**config.mk**
```make
export PLATFORM = sky130hd
export DESIGN_NAME = sort_feeder
export DESIGN_NICKNAME = d
export VERILOG_FILES = /design/src/rtl/sort_feeder.sv
export SDC_FILE = /design/constraint.sdc
export NUM_CORES = 1
export LEC_CHECK = 0
export ABC_AREA = 1
export ABC_CLOCK_PERIOD_IN_PS = 3000
export CAP_MARGIN = 10
export CORE_UTILIZATION = 52
export CTS_CLUSTER_DIAMETER = 80
export DETAILED_ROUTE_END_ITERATION = 8
export GPL_TIMING_DRIVEN = 0
export PLACE_DENSITY_LB_ADDON = 0.3
export SYNTH_ARGS = -nofsm -noshare
export SYNTH_HDL_FRONTEND = slang
export SYNTH_SLANG_ARGS = --single-unit
```
**constraint.sdc**
```tcl
create_clock -name CLK -period 3 [get_ports CLK]
set_input_delay 0.6 -clock CLK [delete_from_list [all_inputs] [get_ports CLK]]
set_output_delay 0.6 -clock CLK [all_outputs]
set_load 0.02 [all_outputs]
```
**src/rtl/sort_feeder.sv**
```systemverilog
// sort_feeder: streaming front-end for a 4-input sort engine.
// Collects a group of 1..4 words from a valid/ready input stream and pads
// the unused lanes with PAD_VALUE. It then kicks the sorter, waits for
// completion, captures the sorted lanes and replays the real words on a
// valid/ready output stream.
// Build option: define SORT_FEEDER_DESCEND_EN to replay the group largest
// first. When it is undefined, the group is replayed smallest first.
module sort_feeder #(
    parameter int unsigned      WIDTH         = 32,
    parameter logic [WIDTH-1:0] PAD_VALUE     = '1,
    parameter int unsigned      START_TIMEOUT = 4
) (
    input  logic             CLK,
    input  logic             RST,
    input  logic [WIDTH-1:0] in_data,
    input  logic             in_valid,
    input  logic             in_last,
    output logic             in_ready,
    output logic [WIDTH-1:0] out_data,
    output logic             out_valid,
    output logic             out_last,
    input  logic             out_ready,
    output logic [WIDTH-1:0] sort_input_0,
    output logic [WIDTH-1:0] sort_input_1,
    output logic [WIDTH-1:0] sort_input_2,
    output logic [WIDTH-1:0] sort_input_3,
    input  logic [WIDTH-1:0] sort_output_0,
    input  logic [WIDTH-1:0] sort_output_1,
    input  logic [WIDTH-1:0] sort_output_2,
    input  logic [WIDTH-1:0] sort_output_3,
    output logic             sort_kick,
    input  logic             sort_busy,
    output logic             busy
);

    // Timer counts 0..START_TIMEOUT-1 while waiting for the sorter to start.
    localparam int unsigned   TW         = (START_TIMEOUT > 2) ? $clog2(START_TIMEOUT) : 1;
    localparam logic [TW-1:0] TIMER_LAST = TW'(START_TIMEOUT - 1);

    typedef enum logic [2:0] {
        ST_FILL,
        ST_KICK,
        ST_WAIT_START,
        ST_WAIT_DONE,
        ST_CAPTURE,
        ST_DRAIN
    } state_t;

    state_t           state_q, state_d;
    logic [1:0]       count_q, count_d;       // words already held in this group
    logic [1:0]       last_idx_q, last_idx_d; // index of the last real word (n-1)
    logic [TW-1:0]    timer_q, timer_d;
    logic [1:0]       idx_q, idx_d;           // result lane currently presented
    logic [WIDTH-1:0] lane_q [4];
    logic [WIDTH-1:0] lane_d [4];
    logic [WIDTH-1:0] result_q [4];
    logic [WIDTH-1:0] result_d [4];
    logic [WIDTH-1:0] sort_out_w [4];

    logic             fill_accept;
    logic             fill_final;
    logic             drain_last;
    logic             capture_en;
    logic [3:0]       lane_wr;
    logic [3:0]       lane_pad;

    assign sort_out_w[0] = sort_output_0;
    assign sort_out_w[1] = sort_output_1;
    assign sort_out_w[2] = sort_output_2;
    assign sort_out_w[3] = sort_output_3;

    assign sort_input_0 = lane_q[0];
    assign sort_input_1 = lane_q[1];
    assign sort_input_2 = lane_q[2];
    assign sort_input_3 = lane_q[3];

    // A word is taken whenever it is offered in FILL.
    // The group closes on its 4th word or on an explicit in_last.
    assign fill_accept = (state_q == ST_FILL) && in_valid;
    assign fill_final  = in_last || (count_q == 2'd3);
    assign capture_en  = (state_q == ST_CAPTURE);

`ifdef SORT_FEEDER_DESCEND_EN
    // Largest-first replay walks the result lanes downward and ends at lane 0.
    assign drain_last = (idx_q == 2'd0);
`else
    // Smallest-first replay walks the result lanes upward and ends at lane n-1.
    assign drain_last = (idx_q == last_idx_q);
`endif

    // Per-lane decode: the lane at count takes the word.
    // On the closing word, every higher lane takes the pad value.
    generate
        for (genvar gi = 0; gi < 4; gi++) begin : g_lane_dec
            assign lane_wr[gi]  = fill_accept && (count_q == 2'(gi));
            assign lane_pad[gi] = fill_accept && fill_final && (2'(gi) > count_q);
        end
    endgenerate

    // Next value of the sorter input lanes and of the captured result lanes.
    always_comb begin
        for (int k = 0; k < 4; k++) begin
            lane_d[k]   = lane_q[k];
            result_d[k] = result_q[k];
            if (lane_wr[k]) begin
                lane_d[k] = in_data;
            end else if (lane_pad[k]) begin
                lane_d[k] = PAD_VALUE;
            end
            if (capture_en) begin
                result_d[k] = sort_out_w[k];
            end
        end
    end

    // FSM next-state and bookkeeping counters.
    always_comb begin
        state_d    = state_q;
        count_d    = count_q;
        last_idx_d = last_idx_q;
        timer_d    = timer_q;
        idx_d      = idx_q;
        case (state_q)
            ST_FILL: begin
                if (fill_accept) begin
                    if (fill_final) begin
                        state_d    = ST_KICK;
                        count_d    = 2'd0;
                        last_idx_d = count_q;
                    end else begin
                        count_d = count_q + 2'd1;
                    end
                end
            end
            ST_KICK: begin
                timer_d = '0;
                state_d = ST_WAIT_START;
            end
            ST_WAIT_START: begin
                // A sorter that never raises busy is treated as done after the timeout.
                if (sort_busy) begin
                    state_d = ST_WAIT_DONE;
                end else if (timer_q == TIMER_LAST) begin
                    state_d = ST_CAPTURE;
                end else begin
                    timer_d = timer_q + TW'(1);
                end
            end
            ST_WAIT_DONE: begin
                if (!sort_busy) begin
                    state_d = ST_CAPTURE;
                end
            end
            ST_CAPTURE: begin
`ifdef SORT_FEEDER_DESCEND_EN
                idx_d = last_idx_q;
`else
                idx_d = 2'd0;
`endif
                state_d = ST_DRAIN;
            end
            ST_DRAIN: begin
                if (out_ready) begin
                    if (drain_last) begin
                        state_d = ST_FILL;
                    end else begin
`ifdef SORT_FEEDER_DESCEND_EN
                        idx_d = idx_q - 2'd1;
`else
                        idx_d = idx_q + 2'd1;
`endif
                    end
                end
            end
            default: begin
                state_d = ST_FILL;
            end
        endcase
    end

    // Stream and sorter handshake outputs, decoded from the registered state.
    always_comb begin
        in_ready  = (state_q == ST_FILL);
        sort_kick = (state_q == ST_KICK);
        out_valid = (state_q == ST_DRAIN);
        out_data  = '0;
        out_last  = 1'b0;
        if (state_q == ST_DRAIN) begin
            out_data = result_q[idx_q];
            out_last = drain_last;
        end
        busy = !((state_q == ST_FILL) && (count_q == 2'd0));
    end

    // State and datapath registers. Reset abandons any group in flight.
    always_ff @(posedge CLK or negedge RST) begin
        if (!RST) begin
            state_q    <= ST_FILL;
            count_q    <= 2'd0;
            last_idx_q <= 2'd0;
            timer_q    <= '0;
            idx_q      <= 2'd0;
            for (int k = 0; k < 4; k++) begin
                lane_q[k]   <= '0;
                result_q[k] <= '0;
            end
        end else begin
            state_q    <= state_d;
            count_q    <= count_d;
            last_idx_q <= last_idx_d;
            timer_q    <= timer_d;
            idx_q      <= idx_d;
            for (int k = 0; k < 4; k++) begin
                lane_q[k]   <= lane_d[k];
                result_q[k] <= result_d[k];
            end
        end
    end

endmodule

```
==> results of run 1 <==
## state kept, by name, indices dropped and copies added, names as in the netlist
register      flops
sort_input_0     32
sort_input_1     32
state_q           3
idx_q             2
last_idx_q        2
sort_input_2     32
result_q        128
count_q           2
timer_q           2
sort_input_3     32
## synthesized netlist by cell type
| cell type | n | share of area, % |
|---|---|---|
| sky130_fd_sc_hd__dfrtp_1 | 267 | 56 |
| sky130_fd_sc_hd__nor2_1 | 228 | 7.2 |
| sky130_fd_sc_hd__buf_6 | 5 | 0.48 |
| sky130_fd_sc_hd__nand2_2 | 2 | 0.11 |
| sky130_fd_sc_hd__nand2_4 | 3 | 0.29 |
| sky130_fd_sc_hd__buf_2 | 46 | 1.9 |
| sky130_fd_sc_hd__nor2_8 | 1 | 0.17 |
| sky130_fd_sc_hd__clkbuf_1 | 31 | 0.98 |
| sky130_fd_sc_hd__nor3_1 | 1 | 0.042 |
| sky130_fd_sc_hd__o21bai_1 | 1 | 0.063 |
| sky130_fd_sc_hd__inv_2 | 6 | 0.19 |
| sky130_fd_sc_hd__inv_1 | 50 | 1.6 |
| sky130_fd_sc_hd__clkinv_1 | 1 | 0.032 |
| sky130_fd_sc_hd__o21ai_1 | 5 | 0.21 |
| sky130_fd_sc_hd__ha_1 | 5 | 0.53 |
| sky130_fd_sc_hd__buf_4 | 2 | 0.13 |
| sky130_fd_sc_hd__o21ai_0 | 99 | 4.2 |
| sky130_fd_sc_hd__buf_1 | 5 | 0.16 |
| sky130_fd_sc_hd__nand3_1 | 76 | 3.2 |
| sky130_fd_sc_hd__nand2_1 | 629 | 20 |
| sky130_fd_sc_hd__nand4_1 | 4 | 0.21 |
| sky130_fd_sc_hd__a21oi_1 | 34 | 1.4 |
| sky130_fd_sc_hd__nor2_4 | 3 | 0.29 |
| sky130_fd_sc_hd__nand2_8 | 1 | 0.17 |
## layout make-up
type,instances,area [sq um],area share [%]
repair buffers,333,3321,20.18
flip-flops and latches,267,6683,40.61
diodes,1,2.502,0.01521
inverters,57,215.2,1.308
multi-input cells,1092,4513,27.42
clock buffers,43,848.3,5.155
clock inverters,7,62.56,0.3801
well taps,280,350.3,2.129
plain buffers,89,461.7,2.805
## layout by cell type, fill, tap and decap left out, types with 5 or more instances in the layout
cell type | synthesis | final
sky130_fd_sc_hd__nand2_1 | 629 | 629
sky130_fd_sc_hd__clkdlybuf4s50_1 | 0 | 296
sky130_fd_sc_hd__dfrtp_1 | 267 | 266
sky130_fd_sc_hd__nor2_1 | 228 | 228
sky130_fd_sc_hd__o21ai_0 | 99 | 99
sky130_fd_sc_hd__nand3_1 | 76 | 75
sky130_fd_sc_hd__inv_1 | 50 | 50
sky130_fd_sc_hd__buf_2 | 46 | 44
sky130_fd_sc_hd__a21oi_1 | 34 | 34
sky130_fd_sc_hd__clkbuf_16 | 0 | 29
sky130_fd_sc_hd__dlygate4sd2_1 | 0 | 28
sky130_fd_sc_hd__clkbuf_1 | 31 | 26
sky130_fd_sc_hd__clkbuf_2 | 0 | 14
sky130_fd_sc_hd__clkbuf_8 | 0 | 7
sky130_fd_sc_hd__inv_2 | 6 | 6
sky130_fd_sc_hd__clkinv_2 | 0 | 6
sky130_fd_sc_hd__buf_6 | 5 | 5
sky130_fd_sc_hd__buf_4 | 2 | 5
sky130_fd_sc_hd__buf_1 | 5 | 5
sky130_fd_sc_hd__o21ai_1 | 5 | 5
sky130_fd_sc_hd__ha_1 | 5 | 5
## where the power goes
group          switching (mW)  total (mW)  internal (mW)
sequential               1.03        6.41           5.38
clock                    1.42        3.44           2.02
combinational            4.62        7.79           3.17
total                    7.06        17.6           10.6
## per-layer routing
layer  up-vias  share of wire [%]  routed length (um)
met4         0                3.6                1357
met5         -                  0                   0
li1       5376                  -                   -
met3        90                9.5                3578
met1      5536                 38               14220
met2       536                 49               18670
## how the worst max path moves through the flow
stage          depth (start not counted)  slack [ns]              end
2_1_floorplan                          6        0.98     out_data[14]
3_3_place_gp                           1      -10.00  sort_input_3[6]
3_5_place_dp                           6        0.09     out_data[15]
4_1_cts                                6        0.09         out_last
5_1_grt                                7       0.002      out_data[6]
6_report                               7        0.11     out_data[10]
## metrics by stage
step                      hold slack [ns]  setup slack, ns
after global routing               0.4806         0.002201
final                              0.4693           0.1143
after global placement             0.4479           -10.00
after CTS                          0.4672          0.08595
after floorplan                    0.3044           0.9792
after detailed placement           0.4539          0.09085
## logic make-up (layout without fill, tap and decap cells)
logic type / Yosys count / after routing / share of synthesized area, %
flops: 267 / 267 / 56.43
other cells: 0 / 1 / 0
fa+ha+maj: 5 / 5 / 0.5284
buf+inv: 146 / 529 / 5.495
compound gates: 139 / 139 / 5.897
simple gates: 948 / 948 / 31.65
## what timing repair did
item | 4_1_cts | 5_1_grt
setup endpoints to repair | 33 | 7
hold buffers | 1 | 0
gates resized for setup | 51 | 10
endpoints found under the hold margin | 4 | 0
## critical path: stages (launching register included)
cell and delay, ns:
sky130_fd_sc_hd__dfrtp_1 0.42, sky130_fd_sc_hd__clkbuf_4 0.24, sky130_fd_sc_hd__buf_2 0.24, sky130_fd_sc_hd__nor2_1 0.09
sky130_fd_sc_hd__nor2_1 0.12, sky130_fd_sc_hd__o21ai_0 0.11, sky130_fd_sc_hd__a21oi_1 0.18, sky130_fd_sc_hd__dlygate4sd2_1 0.36
==> metrics.txt, run 1 <==
outcome completed; share of layout cells above drive strength 1 7.097%; die outline area 0.02338 sq mm; count of standard-cell rows 54; critical-path maximum fanout 10; DR WL/cell 17.44 um; worst setup path category register to output port; signal arrival time at the worst endpoint 2.29 ns; post-synth design cell area 0.01184 sq mm; CTS tree yes; worst min-delay path startpoint result_q[89]; Placed Cells incl. Taps 2117; achievable clock frequency 346.5 MHz; pin count of the biggest net entering global routing 111; clock slew seen by the registers of the worst setup and hold paths 0.06 ns; sequential element share of the synthesized area 56.43%; Cell variety after synth 24; via count of the first global-routing pass 11640; count of fill cells added during filler insertion 1604; Worst-Margin Slew 0.6397 ns; Register-to-Register Path Depth 10; total clock buffers created by CTS 29; Final Util 74.49%; initial cell density of the core 53.59%; via count normalized by instance count 5.320; Mapped Avg Cell Area 7.867 sq um; Register-to-Register Setup Slack 1.06 ns; worst reg2reg path startpoint state_q[0]; Max VDD drop 0.0007952 V; max_slew headroom 57.35%; global-route met3 utilization 8.081%; Synthesized Nets 1676; total number of H-tree levels 1; total iterations of the first detailed-routing run 5; core box area 0.02209 sq mm; growth of design area from synthesis to finish 38.99%; Root Buffer sky130_fd_sc_hd__clkbuf_16; post-route non-filler standard cell count 2169; max capacitance violation total 0; total global routing overflow 0; count of port buffers added during placement 330; overall power 17.63 mW; critical path launch point type register; Net count, final 2040; capture point of the worst reg-to-reg path sort_input_3[14]; Post CTS Setup Buffer Count 0; synthesis-stage register bit count 267; final setup violating endpoints 0; unrepaired setup endpoints after global routing no; critical path required time 2.40 ns; worst min-delay path endpoint result_q[89]; Yosys Warn Count 0; busiest layer in global routing met2; instance area at placement 0.01555 sq mm; wire length of the first global-routing pass 60900 um; post-route cell area 0.01646 sq mm; clk_lat worst skew 0.53 ns; floorplan die height 152.9 um; Power per Cell Area 1071 mW/mm^2; routed wire length 37830 um; die outline width 152.9 um; final clock period utilization by the worst path 96.19%; GR Layer Usage met1 39.66%; total I/O pin count 331; static leakage 8.144 nW; antenna violations before repair 2; detailed router's first-iteration violation count 768; count of vias placed by the detailed router 11540; TNS Setup 0 ns; clock sink count 267; detailed-placement wirelength estimate 27460 um; element type at the critical path end output port; number of buffers between clock root and the deepest sink 3; DRC violation count after routing 0; Total GRT Usage 32.91%; number of endpoints with negative hold slack in the final report 0; RD Place Congestion 0.8832; Post-DRT Antenna Nets 0; count of mapped cells out of synthesis 1505; source of the critical timing path idx_q[0]; met2 layer usage reported by global route 57.65%; post-layout minimum cycle time 2.886 ns; final slew viol count 0; class of the tightest hold or removal check register to register; Min-Delay Path Depth 2; worst setup skew after layout 0.006219 ns
No activity file was read; power rests on OpenSTA's default activity.
==> run 2, diff against run 1 <==
--- a/config.mk
+++ b/config.mk
@@ -8,6 +8,7 @@
 export ABC_AREA = 1
 export ABC_CLOCK_PERIOD_IN_PS = 3000
 export CAP_MARGIN = 10
+export CORE_ASPECT_RATIO = 2
 export CORE_UTILIZATION = 52
 export CTS_CLUSTER_DIAMETER = 80
 export DETAILED_ROUTE_END_ITERATION = 8
==> run 2 against run 1 <==
Core utilization is 0.88 points lower. Critical path depth stayed put. Count of clock-buffer cells in the layout is 8 lower. Combinational power is 2% lower. Sequential power hardly changed. Critical path type unchanged. Largest cell class unchanged. Highest routed layer unchanged.
==> metrics.txt, run 2 (synthesized netlist as in run 1, its figures left out) <==
outcome completed; class of the tightest hold or removal check register to register; most frequent cells in the layout sky130_fd_sc_hd__nand2_1, sky130_fd_sc_hd__clkdlybuf4s50_1, sky130_fd_sc_hd__dfrtp_1; antenna violations before repair 2 (unchanged); detailed router's first-iteration violation count 522 (-32%); final clock period utilization by the worst path 96.91% (+0.72 points); number of buffers between clock root and the deepest sink 3 (unchanged); number of flip-flops in the largest register 128 (unchanged); die outline area 0.02341 sq mm (+0.16%); achievable clock frequency 344.0 MHz (-0.74%); clock slew seen by the registers of the worst setup and hold paths 0.07 ns (about the same); CTS tree yes; core box area 0.02226 sq mm (+0.73%); max capacitance violation total 0 (unchanged); Root Buffer sky130_fd_sc_hd__clkbuf_16; critical path's top delay family buffers and inverters; growth of design area from synthesis to finish 38.36%; total I/O pin count 331 (unchanged); Worst Slack Setup Final 0.09266 ns (-0.02161 ns); floorplan die height 215.4 um (+41%); via count normalized by instance count 5.180 (-2.6%); detailed-placement wirelength estimate 28340 um (+3.2%); clock sink count 267 (unchanged); initial cell density of the core 53.20% (-0.39 points); Post CTS Setup Buffer Count 0 (unchanged); share of layout cells above drive strength 1 6.489% (-0.61 points); slowest cell on the critical path sky130_fd_sc_hd__dfrtp_1; routed wire length 37520 um (-0.81%); total clock buffers created by CTS 24 (-17%); register with the highest flop count result_q; Post-DRT Antenna Nets 0 (unchanged); setup slack after placement 0.06096 ns (-0.02989 ns); count of vias placed by the detailed router 11180 (-3.1%); pin count of the biggest net entering global routing 122 (+9.9%); Net count, final 2035 (-0.25%); count of standard-cell rows 77 (+43%); worst setup path category register to output port; list of cells traversed by the critical path clkbuf_4 -> buf_2 -> nor2_1 -> nor2_1 -> o21ai_0 -> a21oi_1 -> dlygate4sd2_1; peak per-stage delay on the critical path 0.42 ns (about the same); via count of the first global-routing pass 11720 (+0.75%); Worst Path Buf+Inv 3 (unchanged); count of port buffers added during placement 330 (unchanged); DRC violation count after routing 0 (unchanged); wire length of the first global-routing pass 59040 um (-3.0%); post-layout minimum cycle time 2.907 ns (+0.02161 ns); Worst-Margin Slew 0.7315 ns (+0.09175 ns); Power per Cell Area 1062 mW/mm^2 (-0.87%); critical path required time 2.40 ns (about the same); critical-path maximum fanout 10 (unchanged); critical path launch point type register; final setup violating endpoints 0 (unchanged); overall power 17.40 mW (-1.3%); static leakage 8.086 nW (-0.71%); Total GRT Usage 32.91% (about the same); worst setup skew after layout 0.01135 ns (+0.005130 ns); final slew viol count 0 (unchanged); signal arrival time at the worst endpoint 2.31 ns (+0.02 ns); element type at the critical path end output port; total global routing overflow 0 (unchanged); total iterations of the first detailed-routing run 5 (unchanged); cell repeated most along the worst path sky130_fd_sc_hd__nor2_1; unrepaired setup endpoints after global routing no; number of endpoints with negative hold slack in the final report 0 (unchanged); total number of H-tree levels 1 (unchanged); RD Place Congestion 0.8999 (+1.9%); clk_lat worst skew 0.54 ns (about the same); DR WL/cell 17.39 um (-0.31%); die outline width 108.7 um (-29%); max_slew headroom 51.24% (-6.1 points); most frequent standard cell in the layout excluding fill and tap cells sky130_fd_sc_hd__nand2_1; Max VDD drop 0.0007871 V (-1.0%)
run 2: worst register-to-register path: cells and delay by family, from the launching register on:
family        cells  cell delay (ns)
buf+inv           3             0.59
simple gates      4             0.53
flops             1             0.45
fa+ha+maj         1             0.23
run 2: stage by stage:
step / hold slack [ns] / TNS, ns / utilization (%) / std cells / cell area [sq um]
3_5_place_dp: 0.4531 / 0 / 69.87 / 2113 / 15550
6_report: 0.4666 / 0 / 73.61 / 2158 / 16380
4_1_cts: 0.4696 / 0 / 73.57 / 2156 / 16370
5_1_grt: 0.4915 / 0 / 73.61 / 2158 / 16380
3_3_place_gp: 0.4471 / -2647.56 / 69.60 / 2111 / 15490
2_1_floorplan: 0.3044 / 0 / - / 1505 / 11840
run 2: repair_timing:
action,CTS,global route
hold endpoints to repair,30,0
pin swaps,0,0
resized for setup,47,6
endpoints found under the setup margin,33,2
hold buffers,1,0
run 2: per-layer routing:
| metal | part of all wire, % | global-route usage (%) | vias up |
|---|---|---|---|
| li1 | - | - | 5389 |
| met3 | 7.9 | 8.185 | 143 |
| met5 | 0 | 0 | - |
| met4 | 6.2 | 19.95 | 0 |
| met2 | 54 | 60.84 | 455 |
| met1 | 32 | 31.48 | 5192 |
run 2: worst paths after layout:
check                       startpoint          endpoint  slack [ns]  depth (start not counted)
min reg2reg                result_q[6]       result_q[6]        0.47                          2
min in group asynchronous          RST      result_q[36]        0.53                          2
max reg2reg                 count_q[1]  sort_input_2[11]        1.03                          8
min                        result_q[6]       result_q[6]        0.47                          2
max                           idx_q[0]      out_data[26]        0.09                          7
max in group asynchronous          RST      result_q[51]        1.58                          3
run 2: where the power goes:
group / internal, mW / switching [mW] / leakage, nW / total [mW]
sequential: 5.38 / 1.05 / 3.15 / 6.43
combinational: 3.16 / 4.49 / 4.53 / 7.66
clock: 1.94 / 1.37 / 0.406 / 3.31
total: 10.5 / 6.91 / 8.09 / 17.4
run 2: cell type report:
cell class	instances	area, sq um
Sequential cell	267	6683
Clock buffer	35	693.2
Tap cell	276	345.3
Multi-Input combinational cell	1092	4517
Fill cell	1689	5873
Antenna cell	2	5.005
Inverter	57	215.2
Buffer	89	459.2
Clock inverter	7	135.1
Timing Repair Buffer	333	3329
==> run 3, diff against run 2 <==
--- a/config.mk
+++ b/config.mk
@@ -8,8 +8,9 @@
 export ABC_AREA = 1
 export ABC_CLOCK_PERIOD_IN_PS = 3000
 export CAP_MARGIN = 10
-export CORE_ASPECT_RATIO = 2
-export CORE_UTILIZATION = 52
+export CORE_ASPECT_RATIO = 1.25
+export CORE_UTILIZATION = 54
+export CTS_BUF_LIST = sky130_fd_sc_hd__clkbuf_4
 export CTS_CLUSTER_DIAMETER = 80
 export DETAILED_ROUTE_END_ITERATION = 8
 export GPL_TIMING_DRIVEN = 0
==> run 3 against run 2 <==
Critical path depth unchanged. Sequential share of layout area barely moved. Routed wire length down 0.78%. Total power down 1.5%. Register-to-register slack improved by 0.02 ns. Die area is 3.8% lower. Sequential cell count did not move. Count of clock-buffer cells in the layout is 64 higher. First-iteration DRC count up 35%. Combinational power hardly changed. Global-route usage increased by 0.56 points. Critical endpoint is now out_data[24].
==> metrics.txt, run 3 (synthesized netlist as in run 1, its figures left out) <==
signal arrival time at the worst endpoint 2.35 ns (+0.04 ns); clock sink count 267 (unchanged); pin count of the biggest net entering global routing 124 (+1.6%); Register-to-Register Path Depth 8 (unchanged); minimum hold slack 0.3694 ns (-0.09725 ns); CTS tree yes; via count of the first global-routing pass 11860 (+1.2%); Worst Slack Setup Final 0.05405 ns (-0.03861 ns); RD Place Congestion 0.8861 (-1.5%); Net count, final 2080 (+2.2%); most frequent cells in the layout sky130_fd_sc_hd__nand2_1, sky130_fd_sc_hd__clkdlybuf4s50_1, sky130_fd_sc_hd__dfrtp_1; number of buffers between clock root and the deepest sink 3 (unchanged); final slew viol count 0 (unchanged); floorplan die height 167.6 um (-22%); critical path launch point type register; Root Buffer sky130_fd_sc_hd__clkbuf_4; critical path required time 2.40 ns (about the same); number of flip-flops in the largest register 128 (unchanged); detailed-placement wirelength estimate 27170 um (-4.1%); TNS Setup 0 ns (unchanged); peak per-stage delay on the critical path 0.31 ns (-0.11 ns); instance area at placement 0.01555 sq mm (about the same); post-route non-filler standard cell count 2233 (+3.5%); Placed Cells incl. Taps 2116 (+0.14%); wire length of the first global-routing pass 58680 um (-0.61%); count of vias placed by the detailed router 11570 (+3.5%); worst setup path category register to output port; die outline width 134.4 um (+24%); count of port buffers added during placement 330 (unchanged); count of standard-cell rows 60 (-22%); cell repeated most along the worst path sky130_fd_sc_hd__buf_2; post-route cell area 0.01637 sq mm (about the same); total number of H-tree levels 3 (+2); outcome completed; class of the tightest hold or removal check input pin to async pin; critical-path maximum fanout 10 (unchanged); final clock period utilization by the worst path 98.20% (+1.3 points); core box area 0.02155 sq mm (-3.2%); total global routing overflow 0 (unchanged); post-layout minimum cycle time 2.946 ns (+0.03861 ns); max capacitance violation total 0 (unchanged); total I/O pin count 331 (unchanged); most frequent standard cell in the layout excluding fill and tap cells sky130_fd_sc_hd__nand2_1; routed wire length 37230 um (-0.78%); total clock buffers created by CTS 69 (+190%); Power per Cell Area 1047 mW/mm^2 (-1.4%); antenna violations before repair 1 (-1); number of endpoints with negative hold slack in the final report 0 (unchanged); slowest cell on the critical path sky130_fd_sc_hd__dfrtp_1; total iterations of the first detailed-routing run 7 (+2); final setup violating endpoints 0 (unchanged); list of cells traversed by the critical path buf_2 -> clkinv_2 -> buf_2 -> nor2_1 -> o21ai_0 -> a21oi_1 -> clkdlybuf4s15_2; overall power 17.15 mW (-1.5%); die outline area 0.02253 sq mm (-3.8%); Post-DRT Antenna Nets 0 (unchanged); share of layout cells above drive strength 1 11.12% (+4.6 points); Max VDD drop 0.0007245 V (-8.0%); max_slew headroom 53.02% (+1.8 points); clk_lat worst skew 0.68 ns (+0.14 ns); static leakage 8.114 nW (+0.34%); Final Util 75.99% (+2.4 points); Post CTS Setup Buffer Count 0 (unchanged); setup slack after placement -0.03834 ns (-0.09931 ns); initial cell density of the core 54.95% (+1.8 points); achievable clock frequency 339.4 MHz (-1.3%); clock slew seen by the registers of the worst setup and hold paths 0.06 ns (about the same); Total GRT Usage 33.48% (+0.56 points); element type at the critical path end output port; DRC violation count after routing 0 (unchanged); worst setup skew after layout 0.03524 ns (+0.02389 ns); detailed router's first-iteration violation count 707 (+35%); growth of design area from synthesis to finish 38.28% (about the same); DR WL/cell 16.67 um (-4.1%); register with the highest flop count result_q; via count normalized by instance count 5.179 (about the same); Worst-Margin Slew 0.7047 ns (-0.02680 ns)
-- run 3: path summary, 6_finish.rpt --
| check | from | to | slack, ns |
|---|---|---|---|
| worst min-delay path | RST | result_q[100] | 0.37 |
| worst max register to register | count_q[1] | sort_input_2[25] | 1.05 |
| max in group asynchronous | RST | sort_input_1[2] | 1.73 |
| worst max-delay path | idx_q[1] | out_data[24] | 0.05 |
| worst min register to register | result_q[16] | result_q[16] | 0.47 |
| min in group CLK | sort_output_1[7] | result_q[71] | 0.46 |
-- run 3: area by class of cell --
type / count / area (sq um)
Sequential cell: 267 / 6684
Fill cell: 1606 / 5174
Multi-Input combinational cell: 1092 / 4517
Timing Repair Buffer: 333 / 3301
Clock buffer: 99 / 743.2
Buffer: 89 / 475.5
Tap cell: 279 / 349.1
Inverter: 57 / 215.2
Clock inverter: 15 / 82.58
Antenna cell: 2 / 5.005
-- run 3: repair_timing --
action,CTS,global route
pin swaps,1,1
hold buffers,1,0
resized for setup,72,46
hold endpoints to repair,24,0
setup endpoints to repair,34,31
-- run 3: layer usage --
metal | part of all wire (%) | routed length, um | track usage [%]
met1 | 37 | 13660 | 37.73
met2 | 49 | 18370 | 57.20
met3 | 9.8 | 3646 | 10.11
met4 | 4.2 | 1555 | 16.90
met5 | 0 | 0 | 0
-- run 3: worst max-delay path: cells and delay by family, from the launching register on --
kind	cells	cell delay, ns
buf+inv	4	0.88
flops	1	0.31
compound gates	2	0.35
simple gates	1	0.14
-- run 3: report_power, final --
| group | switching [mW] | internal, mW |
|---|---|---|
| Clock | 1.47 | 1.59 |
| Sequential | 1.01 | 5.38 |
| Combinational | 4.51 | 3.18 |
